**src/rtl/elevator_scheduler_pkg.sv**
```systemverilog
// Shared definitions for the elevator car sequencer.
// Contents: floor count/width constants, FSM state and travel direction enums, and helpers
// that test a call vector for calls above/below a floor and build a one-hot floor mask.
package elevator_scheduler_pkg;

    localparam int N_FLOORS = 4;
    localparam int FLOOR_W  = 2;

    typedef enum logic [1:0] {
        StIdle     = 2'd0,
        StMoveUp   = 2'd1,
        StMoveDown = 2'd2,
        StDoorOpen = 2'd3
    } state_e;

    typedef enum logic {
        DirUp   = 1'b0,
        DirDown = 1'b1
    } dir_e;

    function automatic logic any_above(input logic [N_FLOORS-1:0] calls,
                                       input logic [FLOOR_W-1:0]  f);
        logic hit;
        hit = 1'b0;
        for (int i = 0; i < N_FLOORS; i++) begin
            if (i > int'(f)) hit = hit | calls[i];
        end
        return hit;
    endfunction

    function automatic logic any_below(input logic [N_FLOORS-1:0] calls,
                                       input logic [FLOOR_W-1:0]  f);
        logic hit;
        hit = 1'b0;
        for (int i = 0; i < N_FLOORS; i++) begin
            if (i < int'(f)) hit = hit | calls[i];
        end
        return hit;
    endfunction

    function automatic logic [N_FLOORS-1:0] floor_mask(input logic [FLOOR_W-1:0] f);
        logic [N_FLOORS-1:0] one;
        one = {{(N_FLOORS-1){1'b0}}, 1'b1};
        return one << f;
    endfunction

endpackage

```
**src/rtl/elevator_scheduler_if.sv**
```systemverilog
// Button/motor/door/display bundle of the elevator sequencer.
// Signals: req (call pulses, one per floor), door_hold (level), floor (car position),
// moving_up / moving_down / door_open (actuator commands), pending (latched calls).
// master: drives buttons, observes car.  slave: the sequencer.
interface elevator_scheduler_if;
    import elevator_scheduler_pkg::*;

    logic [N_FLOORS-1:0] req;
    logic                door_hold;
    logic [FLOOR_W-1:0]  floor;
    logic                moving_up;
    logic                moving_down;
    logic                door_open;
    logic [N_FLOORS-1:0] pending;

    modport master (
        output req, door_hold,
        input  floor, moving_up, moving_down, door_open, pending
    );

    modport slave (
        input  req, door_hold,
        output floor, moving_up, moving_down, door_open, pending
    );

endinterface

```
**src/rtl/elevator_scheduler_timer.sv**
```systemverilog
// Up-counter shared between floor-to-floor travel timing and door dwell timing.
// Ports: clk, rst (async, active-low), clear (sync reset to 0, wins over enable),
// enable (count +1), limit (terminal value), done (count equals limit).
module elevator_scheduler_timer #(
    parameter int unsigned TIMER_W = 8
) (
    input  logic               clk,
    input  logic               rst,
    input  logic               clear,
    input  logic               enable,
    input  logic [TIMER_W-1:0] limit,
    output logic               done
);

    logic [TIMER_W-1:0] count_q;

    always_ff @(posedge clk or negedge rst) begin
        if (!rst) begin
            count_q <= '0;
        end else if (clear) begin
            count_q <= '0;
        end else if (enable) begin
            count_q <= count_q + 1'b1;
        end
    end

    assign done = (count_q == limit);

endmodule

```
**src/rtl/elevator_scheduler.sv**
```systemverilog
// 4-floor elevator car sequencer with collective (SCAN) direction policy.
// Ports: clk, rst (async, active-low), bus (slave side of elevator_scheduler_if):
// req/door_hold in; floor, moving_up, moving_down, door_open, pending out.
// Holds the FSM, pending-call register, floor register and direction; one shared timer
// measures both travel and door dwell.
module elevator_scheduler
    import elevator_scheduler_pkg::*;
#(
    parameter int unsigned TRAVEL_CYCLES = 8,
    parameter int unsigned DOOR_CYCLES   = 4,
    parameter int unsigned TIMER_W       = 8
) (
    input  logic                 clk,
    input  logic                 rst,
    elevator_scheduler_if.slave  bus
);

    localparam logic [TIMER_W-1:0] TravelLimit = TIMER_W'(TRAVEL_CYCLES - 1);
    localparam logic [TIMER_W-1:0] DoorLimit   = TIMER_W'(DOOR_CYCLES - 1);
    localparam logic [FLOOR_W-1:0] TopFloor    = FLOOR_W'(N_FLOORS - 1);

    state_e              state_q, state_d;
    dir_e                dir_q, dir_d;
    logic [FLOOR_W-1:0]  floor_q, floor_d;
    logic [N_FLOORS-1:0] pending_q, pending_d;

    logic                tmr_clear, tmr_en, tmr_done;
    logic [TIMER_W-1:0]  tmr_limit;

    logic [N_FLOORS-1:0] eff;
    logic                above, below, ahead, behind, beyond;
    logic [FLOOR_W-1:0]  next_floor;

    // Same-cycle calls take part in every decision.
    assign eff   = pending_q | bus.req;
    assign above = any_above(eff, floor_q);
    assign below = any_below(eff, floor_q);
    assign ahead  = (dir_q == DirUp) ? above : below;
    assign behind = (dir_q == DirUp) ? below : above;

    elevator_scheduler_timer #(
        .TIMER_W (TIMER_W)
    ) u_timer (
        .clk    (clk),
        .rst    (rst),
        .clear  (tmr_clear),
        .enable (tmr_en),
        .limit  (tmr_limit),
        .done   (tmr_done)
    );

    // State register
    always_ff @(posedge clk or negedge rst) begin
        if (!rst) begin
            state_q   <= StIdle;
            dir_q     <= DirUp;
            floor_q   <= '0;
            pending_q <= '0;
        end else begin
            state_q   <= state_d;
            dir_q     <= dir_d;
            floor_q   <= floor_d;
            pending_q <= pending_d;
        end
    end

    // Next-state logic
    always_comb begin
        state_d    = state_q;
        dir_d      = dir_q;
        floor_d    = floor_q;
        pending_d  = eff;
        tmr_clear  = 1'b0;
        tmr_en     = 1'b0;
        tmr_limit  = TravelLimit;
        next_floor = floor_q;
        beyond     = 1'b0;

        unique case (state_q)
            StIdle: begin
                tmr_clear = 1'b1;
                if (eff[floor_q]) begin
                    state_d   = StDoorOpen;
                    pending_d = eff & ~floor_mask(floor_q);
                end else if (above && (dir_q == DirUp || !below)) begin
                    state_d = StMoveUp;
                    dir_d   = DirUp;
                end else if (below) begin
                    state_d = StMoveDown;
                    dir_d   = DirDown;
                end
            end

            StMoveUp, StMoveDown: begin
                if ((state_q == StMoveUp && floor_q == TopFloor) ||
                    (state_q == StMoveDown && floor_q == '0)) begin
                    // Unreachable by construction; refuse to step off the shaft ends.
                    state_d   = StIdle;
                    tmr_clear = 1'b1;
                end else if (tmr_done) begin
                    tmr_clear  = 1'b1;
                    next_floor = (state_q == StMoveUp) ? floor_q + 1'b1 : floor_q - 1'b1;
                    floor_d    = next_floor;
                    beyond     = (state_q == StMoveUp) ? any_above(eff, next_floor)
                                                       : any_below(eff, next_floor);
                    if (eff[next_floor]) begin
                        state_d   = StDoorOpen;
                        pending_d = eff & ~floor_mask(next_floor);
                    end else if (!beyond) begin
                        state_d = StIdle;
                    end
                end else begin
                    tmr_en = 1'b1;
                end
            end

            StDoorOpen: begin
                tmr_limit = DoorLimit;
                // A call for the open floor is absorbed: it only extends the dwell.
                pending_d = pending_q | (bus.req & ~floor_mask(floor_q));
                if (bus.door_hold || bus.req[floor_q]) begin
                    tmr_clear = 1'b1;
                end else if (tmr_done) begin
                    tmr_clear = 1'b1;
                    if (ahead) begin
                        state_d = (dir_q == DirUp) ? StMoveUp : StMoveDown;
                    end else if (behind) begin
                        dir_d   = (dir_q == DirUp) ? DirDown : DirUp;
                        state_d = (dir_q == DirUp) ? StMoveDown : StMoveUp;
                    end else begin
                        state_d = StIdle;
                    end
                end else begin
                    tmr_en = 1'b1;
                end
            end

            default: begin
                state_d   = StIdle;
                tmr_clear = 1'b1;
            end
        endcase
    end

    // Output decode
    always_comb begin
        bus.floor       = floor_q;
        bus.pending     = pending_q;
        bus.moving_up   = (state_q == StMoveUp);
        bus.moving_down = (state_q == StMoveDown);
        bus.door_open   = (state_q == StDoorOpen);
    end

endmodule

```
**src/flat_wrapper.sv**
```systemverilog
// flat-port wrapper written by rule: the top's interface ports become plain ports
module elevator_scheduler_flat import elevator_scheduler_pkg::*;
#(
    parameter int unsigned TRAVEL_CYCLES = 8,
    parameter int unsigned DOOR_CYCLES   = 4,
    parameter int unsigned TIMER_W       = 8
)
  (clk, rst, bus_req, bus_door_hold, bus_floor, bus_moving_up, bus_moving_down, bus_door_open, bus_pending);
  elevator_scheduler_if bus_i ();
  input  logic clk;
  input  logic rst;
  input wire logic [$bits(bus_i.req)-1:0] bus_req;
  input wire logic [$bits(bus_i.door_hold)-1:0] bus_door_hold;
  output wire logic [$bits(bus_i.floor)-1:0] bus_floor;
  output wire logic [$bits(bus_i.moving_up)-1:0] bus_moving_up;
  output wire logic [$bits(bus_i.moving_down)-1:0] bus_moving_down;
  output wire logic [$bits(bus_i.door_open)-1:0] bus_door_open;
  output wire logic [$bits(bus_i.pending)-1:0] bus_pending;
  assign bus_i.req = bus_req;
  assign bus_i.door_hold = bus_door_hold;
  assign bus_floor = bus_i.floor;
  assign bus_moving_up = bus_i.moving_up;
  assign bus_moving_down = bus_i.moving_down;
  assign bus_door_open = bus_i.door_open;
  assign bus_pending = bus_i.pending;
  elevator_scheduler #(.TRAVEL_CYCLES(TRAVEL_CYCLES), .DOOR_CYCLES(DOOR_CYCLES), .TIMER_W(TIMER_W)) u_core (.clk(clk), .rst(rst), .bus(bus_i));
endmodule
```
**config.mk**
```make
export PLATFORM = sky130hd
export DESIGN_NAME = elevator_scheduler_flat
export DESIGN_NICKNAME = d
export VERILOG_FILES = /design/src/rtl/elevator_scheduler_pkg.sv /design/src/rtl/elevator_scheduler_if.sv /design/src/rtl/elevator_scheduler_timer.sv /design/src/rtl/elevator_scheduler.sv /design/src/flat_wrapper.sv
export SDC_FILE = /design/constraint.sdc
export NUM_CORES = 1
export LEC_CHECK = 0
export ABC_AREA = 1
export CAP_MARGIN = 20
export CORE_UTILIZATION = 39
export CTS_CLUSTER_SIZE = 14
export DETAILED_ROUTE_END_ITERATION = 6
export PLACE_DENSITY = 0.63
export SYNTH_ARGS = -nofsm -noshare
export SYNTH_HDL_FRONTEND = slang
export SYNTH_SLANG_ARGS = --single-unit
```
**constraint.sdc**
```tcl
create_clock -name clk -period 4.04 [get_ports clk]
set_input_delay 0.808 -clock clk [delete_from_list [all_inputs] [get_ports clk]]
set_output_delay 0.808 -clock clk [all_outputs]
set_load 0.03 [all_outputs]
```
## Word level (Yosys, flattened, before mapping)

Index checks and enable logic that the tools add are counted.

- Output and inout port bits: 9
- Input bits: 7
- Register bits: 17

- Bitwise logic cells: 17
- $add $sub $neg: 3
- Reductions and logical operators: 15
- Equal/unequal tests: 14
- Shift operators: 2
- Order comparisons: 14
- Multiplexer cells: 79

Operator list:

| kind | number |
|---|---|
| $mux 1 | 50 |
| $mux 2 | 14 |
| $mux 4 | 4 |
| $mux 8 | 2 |
| $and 4x4->4 | 3 |
| $pmux 4 s3 | 1 |
| $add 8x1->8 const B | 1 |
| $eq 8x8->1 | 1 |
| $gt 2x2->1 const A | 4 |
| $lt 1x2->1 const A | 4 |
| $not 4->4 | 2 |
| $or 1x1->1 | 8 |
| $or 4x4->4 | 2 |
| $shl 1x2->4 const A | 2 |
| $reduce_and 7->1 | 1 |
| $bmux 1 s2 | 3 |
| $eq 2x2->1 const B | 3 |
| $lt 2x3->1 const B | 2 |
| $ne 2x2->1 const B | 3 |
| $ne 3x1->1 const B | 2 |
| $pmux 2 s3 | 1 |
| $reduce_and 5->1 | 1 |
| $gt 1x2->1 const A | 2 |
| $logic_not 2->1 | 2 |
| other kinds (17) | 26 |

## Longest topological paths before layout

Gate-level depths: netlist (run 1).

- Depth in word-level cells: 23
- Gate-level depth with buffers: 14
- Gate-level depth less buffers: 13

## Hierarchy

From an unflattened synthesis (run 1), not the netlist that was laid out.

- Cell total of the unflattened synthesis: 289
- Area, all modules: 1761.7 um^2

Modules (own cells, without submodules):

| module | cells each | area an instance (um^2) | instances |
|---|---|---|---|
| elevator_scheduler | 220 | 1217.4 | 1 |
| elevator_scheduler_timer | 69 | 544.3 | 1 |

## Least setup slack after synthesis (run 1)

OpenSTA, ideal clock, no wires.

- Path kind: register -> register
- From: reg u_core.floor_q[0], in the netlist u_core.bus.floor[0]
- To: reg u_core.state_q[0]
- Required time: 3917 ps
- Path slack: 2051 ps
- Stages on the path, launching flop included: 14
- Data arrival time: 1866 ps
- Path through: dfrtp_1 buf_6 inv_4 ha_1 nand2_1 nand2_1 inv_1 nand2_1 nand2_1 nand2_1 nor2_1 nor2_2 nand2_1 nand2_1

- Word-level cells in the longest chain between the ends: 20

Ends and longest elaborated chain:

| what | RTL line | text |
|---|---|---|
| from (decl) | elevator_scheduler.sv:24 | `logic [FLOOR_W-1:0] floor_q, floor_d;` |
| from (signal assigned) | elevator_scheduler.sv:62 | `floor_q <= floor_d;` |
| $sub 2x1->2 or $add 2x1->2 (tied branches) | elevator_scheduler.sv:102 | `next_floor = (state_q == StMoveUp) ? floor_q + 1'b1 : floor_q - 1'b1;` |
| $mux 2 | elevator_scheduler.sv:102 |  |
| $lt 1x2->1 or $gt 1x2->1 (tied branches) | elevator_scheduler_pkg.sv:36, elevator_scheduler_pkg.sv:26 |  |
| $mux 1 (on tied branches) | elevator_scheduler_pkg.sv:36, elevator_scheduler_pkg.sv:26 |  |
| $mux 1 | elevator_scheduler.sv:100 | `end else if (tmr_done) begin` |
| $mux 1 | elevator_scheduler.sv:95 | `if ((state_q == StMoveUp && floor_q == TopFloor) \|\|` |
| $mux 1 | elevator_scheduler.sv:79 | `unique case (state_q)` |
| $or 1x1->1 (on tied branches) | elevator_scheduler_pkg.sv:36, elevator_scheduler_pkg.sv:26 |  |
| [... 4 more ...] | n/a |  |
| $or 1x1->1 (on tied branches) | elevator_scheduler_pkg.sv:36, elevator_scheduler_pkg.sv:26 |  |
| $mux 1 (on tied branches) | elevator_scheduler_pkg.sv:36, elevator_scheduler_pkg.sv:26 |  |
| $mux 1 | elevator_scheduler.sv:100 |  |
| $mux 1 | elevator_scheduler.sv:95 |  |
| $mux 1 | elevator_scheduler.sv:79 |  |
| $mux 1 | elevator_scheduler.sv:104 | `beyond = (state_q == StMoveUp) ? any_above(eff, next_floor)` |
| $ne 4x3->1 (no source line) | n/a |  |
| $reduce_and 5->1 (no source line) | n/a |  |
| to (signal assigned) | elevator_scheduler.sv:55 | `state_q <= StIdle;` |
| to (signal assigned) | elevator_scheduler.sv:60 | `state_q <= state_d;` |
| to (decl) | elevator_scheduler.sv:22 | `state_e state_q, state_d;` |

Parallel ways exist; a longest one is shown, timed or not. The select of a mux whose other input is x is not followed.
A chain may end at the register's enable or synchronous reset.

## Worst setup path in the final report (run 1)

- From: reg u_core.state_q[0]
- To: out bus_door_open

- Word-level cells in the longest chain between the ends: 1

Ends and longest elaborated chain:

| what | RTL line | text |
|---|---|---|
| $eq 2x2->1 | elevator_scheduler.sv:151 | `bus.door_open = (state_q == StDoorOpen);` |
| to (decl) | flat_wrapper.sv:17 | `output wire logic [$bits(bus_i.door_open)-1:0] bus_door_open;` |

No other way between the ends.

==> flow_summary.json, run 1 <==
{
  "ant_nets": 0,
  "r2r_setup_slack_ps": 1700,
  "grt_max_degree": 18,
  "powerDensity_nw_per_um2": 830,
  "cts_resized": 0,
  "regArea_sq_um": 425,
  "relSlewSlack": 0.434,
  "drtPass1Iterations": 4,
  "finalClockSkew_ps": 6.56,
  "synth_cell_types": 25,
  "syn_nets": 298,
  "area_growth_syn_to_layout_pct": 13.3,
  "insertion_delay_ps": 260,
  "clk_pin_slew_worst_paths_ps": 70,
  "finalWirelength_microns": 4120,
  "finalCritPeriodShare": 0.686,
  "cts_setup_buffers": 0,
  "routedWlPerCell_microns": 12.0,
  "min_path_type": "reg2reg",
  "multi_input_area_sq_um": 1100,
  "reg2regPathDepth": 11,
  "tns_ps": 0,
  "critPathCapture": "bus_door_open",
  "fmax_ghz": 0.361,
  "fill_cells": 451,
  "synthXorXnorAreaFrac": 0.0206,
  "globalplace.congestion": 0.898,
  "place_hpwl_microns": 3170,
  "yosys.area_share.adder": 0.0810,
  "rr_startpoint": "u_core.bus.floor[0]$_DFFE_PN0P_",
  "initial_core_util": 0.416,
  "antenna_found_initial": 0,
  "synthCells": 280,
  "drc": 0,
  "grt_first_pass_wirelength_microns": 7240,
  "drt_iter0_markers": 82,
  "dieArea_sq_um": 4620,
  "tightest_slew_ps": 847,
  "via_count": 1709,
  "h-tree-depth": 1,
  "maxCapViolCount": 0,
  "crit_path_start_kind": "register",
  "min_path_cells": 2,
  "synth_area_sq_um": 1700,
  "status": "complete, no violations",
  "utilization": 0.471,
  "rsz0062_at_grt": "no",
  "cts.sinks": 17,
  "num_antenna_cells": 0,
  "die_w_microns": 68.0,
  "critical_path_arrival_ps": 1960,
  "max-vdd-ir-drop_mv": 0.312,
  "layout.nets": 314,
  "gr-total-overflow": 0,
  "synth_compound_area_frac": 0.0795,
  "final_common_cell": "nand2_1",
  "cp-end-kind": "output pin",
  "ys.warnings.count": 0,
  "synthMuxAreaShare": 0,
  "clockBufferDepth": 2,
  "post_dp_cell_area_sq_um": 1880,
  "hold_violations": 0,
  "synth-simple-area-share": 0.469,
  "grtUsageTotal": 0.208,
  "crit_fanout": 15,
  "synth_seq_cells": 17,
  "fp-row-count": 23,
  "vias_per_cell": 4.95,
  "postSynthAreaPerCell_sq_um": 6.07,
  "grt_pass1_vias": 1643,
  "ctsHoldBuffers": 0,
  "crit_type": "reg2out",
  "slew_viol_final": 0,
  "final_cell_mix": "nand2_1, inv_1, nand3_1",
  "crit_path_start": "u_core.state_q[0]$_DFFE_PN0P_",
  "worstReg2RegEnd": "u_core.u_timer.count_q[5]$_DFFE_PN0P_",
  "die_y_microns": 68.0,
  "portBuffers": 15,
  "synthArstFlopShare": 1.00,
  "synth_top_family_by_area": "simple AND/OR/NAND/NOR gates",
  "hold_ws_ps": 547,
  "drive_gt1_frac": 0.0610,
  "p_leak_nw": 1.05,
  "tritoncts": "done",
  "synth-seq-area-share": 0.250,
  "synthFlopType": "dfrtp_1",
  "cts_buffers": 3,
  "final_area_sq_um": 1930,
  "coreArea_sq_um": 4090,
  "required_ps": 3230,
  "setup-violations-final": 0,
  "ioPinCount": 16,
  "period_needed_ps": 2770,
  "clockRootBuffer": "clkbuf_8",
  "synth_edf_count": 0
}
-- per-stage QoR --
stage                     total power [mW]  cells  worst slack (ps)
after CTS                             1.61    345              1210
after global placement                1.47    341              1510
after detailed placement              1.46    341              1500
after global routing                  1.76    345              1130
final                                 1.60    345              1270
after floorplan                       1.19    280              2050
-- cell families after synthesis --
logic type | after synthesis
xor+xnor | 4
simple gates | 184
flops | 17
compound gates | 24
fa+ha+maj | 11
buf+inv | 40
-- cell usage after synthesis (3+ instances only) --
master,n,area (sq um)
dfrtp_1,17,425
xor2_1,4,35.0
o31ai_1,3,22.5
nand2_1,108,405
nand3_1,33,165
nand3_2,3,30.0
o21ai_0,10,50.1
nor2_2,3,18.8
a21oi_1,9,45.0
nor2_1,29,109
inv_1,33,124
ha_1,11,138
-- metal layers --
layer	routed length (microns)	vias to the layer above	track usage
met2	1910	31	0.342
met5	0	-	0
met1	2030	766	0.279
li1	-	910	-
met3	160	2	0.0267
met4	27	0	0.0651
-- final cells by class --
| cell class | instances | area share |
|---|---|---|
| Inverter | 36 | 0.0715 |
| Sequential cell | 17 | 0.221 |
| Tap cell | 50 | 0.0325 |
| Timing Repair Buffer | 15 | 0.0780 |
| Multi-Input combinational cell | 223 | 0.574 |
| Clock buffer | 4 | 0.0234 |
-- worst min path at each step --
stage               slack (ps)                             startpoint                               endpoint
finish                     550  u_core.u_timer.count_q[7]$_DFFE_PN0P_  u_core.u_timer.count_q[7]$_DFFE_PN0P_
global route               570  u_core.u_timer.count_q[3]$_DFFE_PN0P_  u_core.u_timer.count_q[3]$_DFFE_PN0P_
CTS                        550  u_core.u_timer.count_q[3]$_DFFE_PN0P_  u_core.u_timer.count_q[3]$_DFFE_PN0P_
detailed placement         530  u_core.u_timer.count_q[3]$_DFFE_PN0P_  u_core.u_timer.count_q[3]$_DFFE_PN0P_
global placement           520  u_core.u_timer.count_q[3]$_DFFE_PN0P_  u_core.u_timer.count_q[3]$_DFFE_PN0P_
floorplan                  500  u_core.u_timer.count_q[5]$_DFFE_PN0P_  u_core.u_timer.count_q[5]$_DFFE_PN0P_
-- registers in the layout, indices dropped and copies added, names as in the netlist --
| name | count |
|---|---|
| u_core.u_timer.count_q | 8 |
| u_core.bus.pending | 4 |
| u_core.state_q | 2 |
| u_core.bus.floor | 2 |
| u_core.dir_q | 1 |
-- worst max-delay path, cell delays in order, from the launching register on --
cell and delay [ps]:
dfrtp_1 400, ha_1 530, clkdlybuf4s50_1 780
-- power by group --
group | switching, mW | total [mW] | internal [mW]
clock network | 0.0636 | 0.134 | 0.0701
logic | 0.788 | 1.17 | 0.379
registers | 0.0697 | 0.298 | 0.228
No activity file was read; power rests on OpenSTA's default activity.
==> run 2: changes to the inputs <==
--- a/config.mk
+++ b/config.mk
@@ -10,7 +10,7 @@
 export CORE_UTILIZATION = 39
 export CTS_CLUSTER_SIZE = 14
 export DETAILED_ROUTE_END_ITERATION = 6
-export PLACE_DENSITY = 0.63
+export PLACE_DENSITY = 0.65
 export SYNTH_ARGS = -nofsm -noshare
 export SYNTH_HDL_FRONTEND = slang
 export SYNTH_SLANG_ARGS = --single-unit
==> constraint.sdc (replaced) <==
create_clock -name clk -period 2.35 [get_ports clk]
set_input_delay 0.47 -clock clk [delete_from_list [all_inputs] [get_ports clk]]
set_output_delay 0.47 -clock clk [all_outputs]
set_load 0.03 [all_outputs]
==> run 2 against run 1 <==
Sequential power grew 64%. Via count shrank 0.59%. Register-to-register slack lost 1300 ps. Setup slack lost 1200 ps. Clock power grew 72%. Final cell count grew 2.3%. Clock-buffer cell count is the same. First-iteration DRC count grew 38%. Global-route usage grew 0.60 points. Highest routed layer unchanged.
==> flow_summary.json, run 2 (synthesis gave the netlist of run 1 again) <==
{
  "gr-total-overflow": 0,
  "required_ps": 1880,
  "drive_gt1_frac": 0.0858,
  "coreArea_sq_um": 4090,
  "routedWlPerCell_microns": 12.1,
  "setup-violations-final": 0,
  "top_usage_layer": "met2",
  "maxCapViolCount": 0,
  "clockBufferDepth": 2,
  "finalCritPeriodShare": 0.957,
  "tns_ps": 0,
  "power_frac_seq": 0.172,
  "die_w_microns": 68.0,
  "drtPass1Iterations": 4,
  "grt_use_met3": 0.0267,
  "grtUsageTotal": 0.214,
  "powerDensity_nw_per_um2": 1430,
  "finalWirelength_microns": 4270,
  "die_y_microns": 68.0,
  "cts.sinks": 17,
  "clk_pin_slew_worst_paths_ps": 80,
  "grt_first_pass_wirelength_microns": 7450,
  "p_sw_mw": 1.61,
  "vias_per_cell": 4.81,
  "drc": 0,
  "internal_power_mw": 1.23,
  "finalClockSkew_ps": 6.41,
  "final_common_cell": "nand2_1",
  "p_leak_nw": 1.09,
  "ant_nets": 0,
  "final_cell_mix": "nand2_1, inv_1, nand3_1",
  "cts_setup_buffers": 0,
  "p_comb_frac": 0.747,
  "ioPinCount": 16,
  "period_needed_ps": 2250,
  "cp-end-kind": "output pin",
  "status": "complete, no violations",
  "antenna_found_initial": 0,
  "slew_viol_final": 0,
  "h-tree-depth": 1,
  "top_register": "u_core.u_timer.count_q",
  "crit_type": "reg2out",
  "grt_max_degree": 18,
  "cts_resized": 0,
  "tightest_slew_ps": 337,
  "grt_use_met2": 0.360,
  "gr-usage-met1": 0.284,
  "reg2regPathDepth": 12,
  "cts_buffers": 3,
  "rsz0062_at_grt": "no",
  "crit_fanout": 5,
  "drt_iter0_markers": 113,
  "initial_core_util": 0.416,
  "max-vdd-ir-drop_mv": 0.511,
  "crit_path_start_kind": "register",
  "rr_startpoint": "u_core.bus.floor[1]$_DFFE_PN0P_",
  "via_count": 1699,
  "swShare": 0.566,
  "ctsHoldBuffers": 0,
  "fp-row-count": 23,
  "worstReg2RegEnd": "u_core.bus.pending[3]$_DFF_PN0_",
  "globalplace.congestion": 0.913,
  "num_antenna_cells": 0,
  "critical_path_arrival_ps": 1780,
  "r2r_setup_slack_ps": 390,
  "place_hpwl_microns": 3280,
  "grt_pass1_vias": 1655,
  "hold_ws_ps": 541,
  "layout.nets": 322,
  "dieArea_sq_um": 4620,
  "utilization": 0.486,
  "clock_power_share": 0.081,
  "insertion_delay_ps": 260,
  "hold_violations": 0,
  "relSlewSlack": 0.773,
  "fill_cells": 429,
  "min_path_type": "in2async",
  "clockRootBuffer": "clkbuf_8",
  "largest_reg_flops": 8,
  "fmax_ghz": 0.444,
  "tritoncts": "done",
  "portBuffers": 15,
  "area_growth_syn_to_layout_pct": 16.9
}
[run 2: cell count changes in the layout (fill, tap and decap cells not counted)]
cell / before / now
buf_4: 0 / 8
[run 2: worst max path at each step]
stage	from	depth (start not counted)	to	slack (ps)
after floorplan	u_core.bus.floor[0]$_DFFE_PN0P_	13	u_core.state_q[0]$_DFFE_PN0P_	360
after global placement	bus_req[1]	10	u_core.state_q[1]$_DFFE_PN0P_	230
after detailed placement	bus_req[1]	10	u_core.state_q[1]$_DFFE_PN0P_	230
after CTS	u_core.state_q[1]$_DFFE_PN0P_	3	bus_moving_up	90
after global routing	u_core.state_q[1]$_DFFE_PN0P_	3	bus_moving_up	20
final	u_core.state_q[1]$_DFFE_PN0P_	3	bus_moving_up	100
[run 2: area by class of cell]
class	instances	area (sq um)	share of cell area
multi-input cells	223	1100	0.556
clock buffers	4	45.0	0.0227
repair buffers	23	210	0.106
flip-flops and latches	17	425	0.214
well taps	50	62.6	0.0315
inverters	36	138	0.0693
[run 2: power groups by stage]
| stage | Sequential [mW] | Combinational [mW] | Clock [mW] |
|---|---|---|---|
| 3_5_place_dp | 0.495 | 2.11 | 0 |
| 2_1_floorplan | 0.573 | 1.47 | 0 |
| 4_1_cts | 0.488 | 2.12 | 0.238 |
| 6_report | 0.489 | 2.12 | 0.231 |
| 3_3_place_gp | 0.491 | 2.11 | 0 |
| 5_1_grt | 0.505 | 2.40 | 0.252 |
[run 2: metrics by stage]
step	power (mW)	setup slack, ps	cell area (sq um)	instances
after global placement	2.61	232	1940	349
after CTS	2.85	90.8	1990	353
final	2.84	100	1990	353
after global routing	3.16	19.9	1990	353
after detailed placement	2.61	229	1940	349
after floorplan	2.05	361	1700	280
[run 2: critical path: stages (launching register included)]
cell,delay [ps]
dfrtp_1,420
inv_1,110
ha_1,290
clkdlybuf4s50_1,710
[run 2: per-layer routing]
metal  vias to the layer above  wire length (microns)  share of wire
met1                       735                   2140           0.50
li1                        924                      -              -
met5                         -                      0              0
met3                         5                    143          0.033
met4                         0                     40         0.0094
met2                        35                   1950           0.46
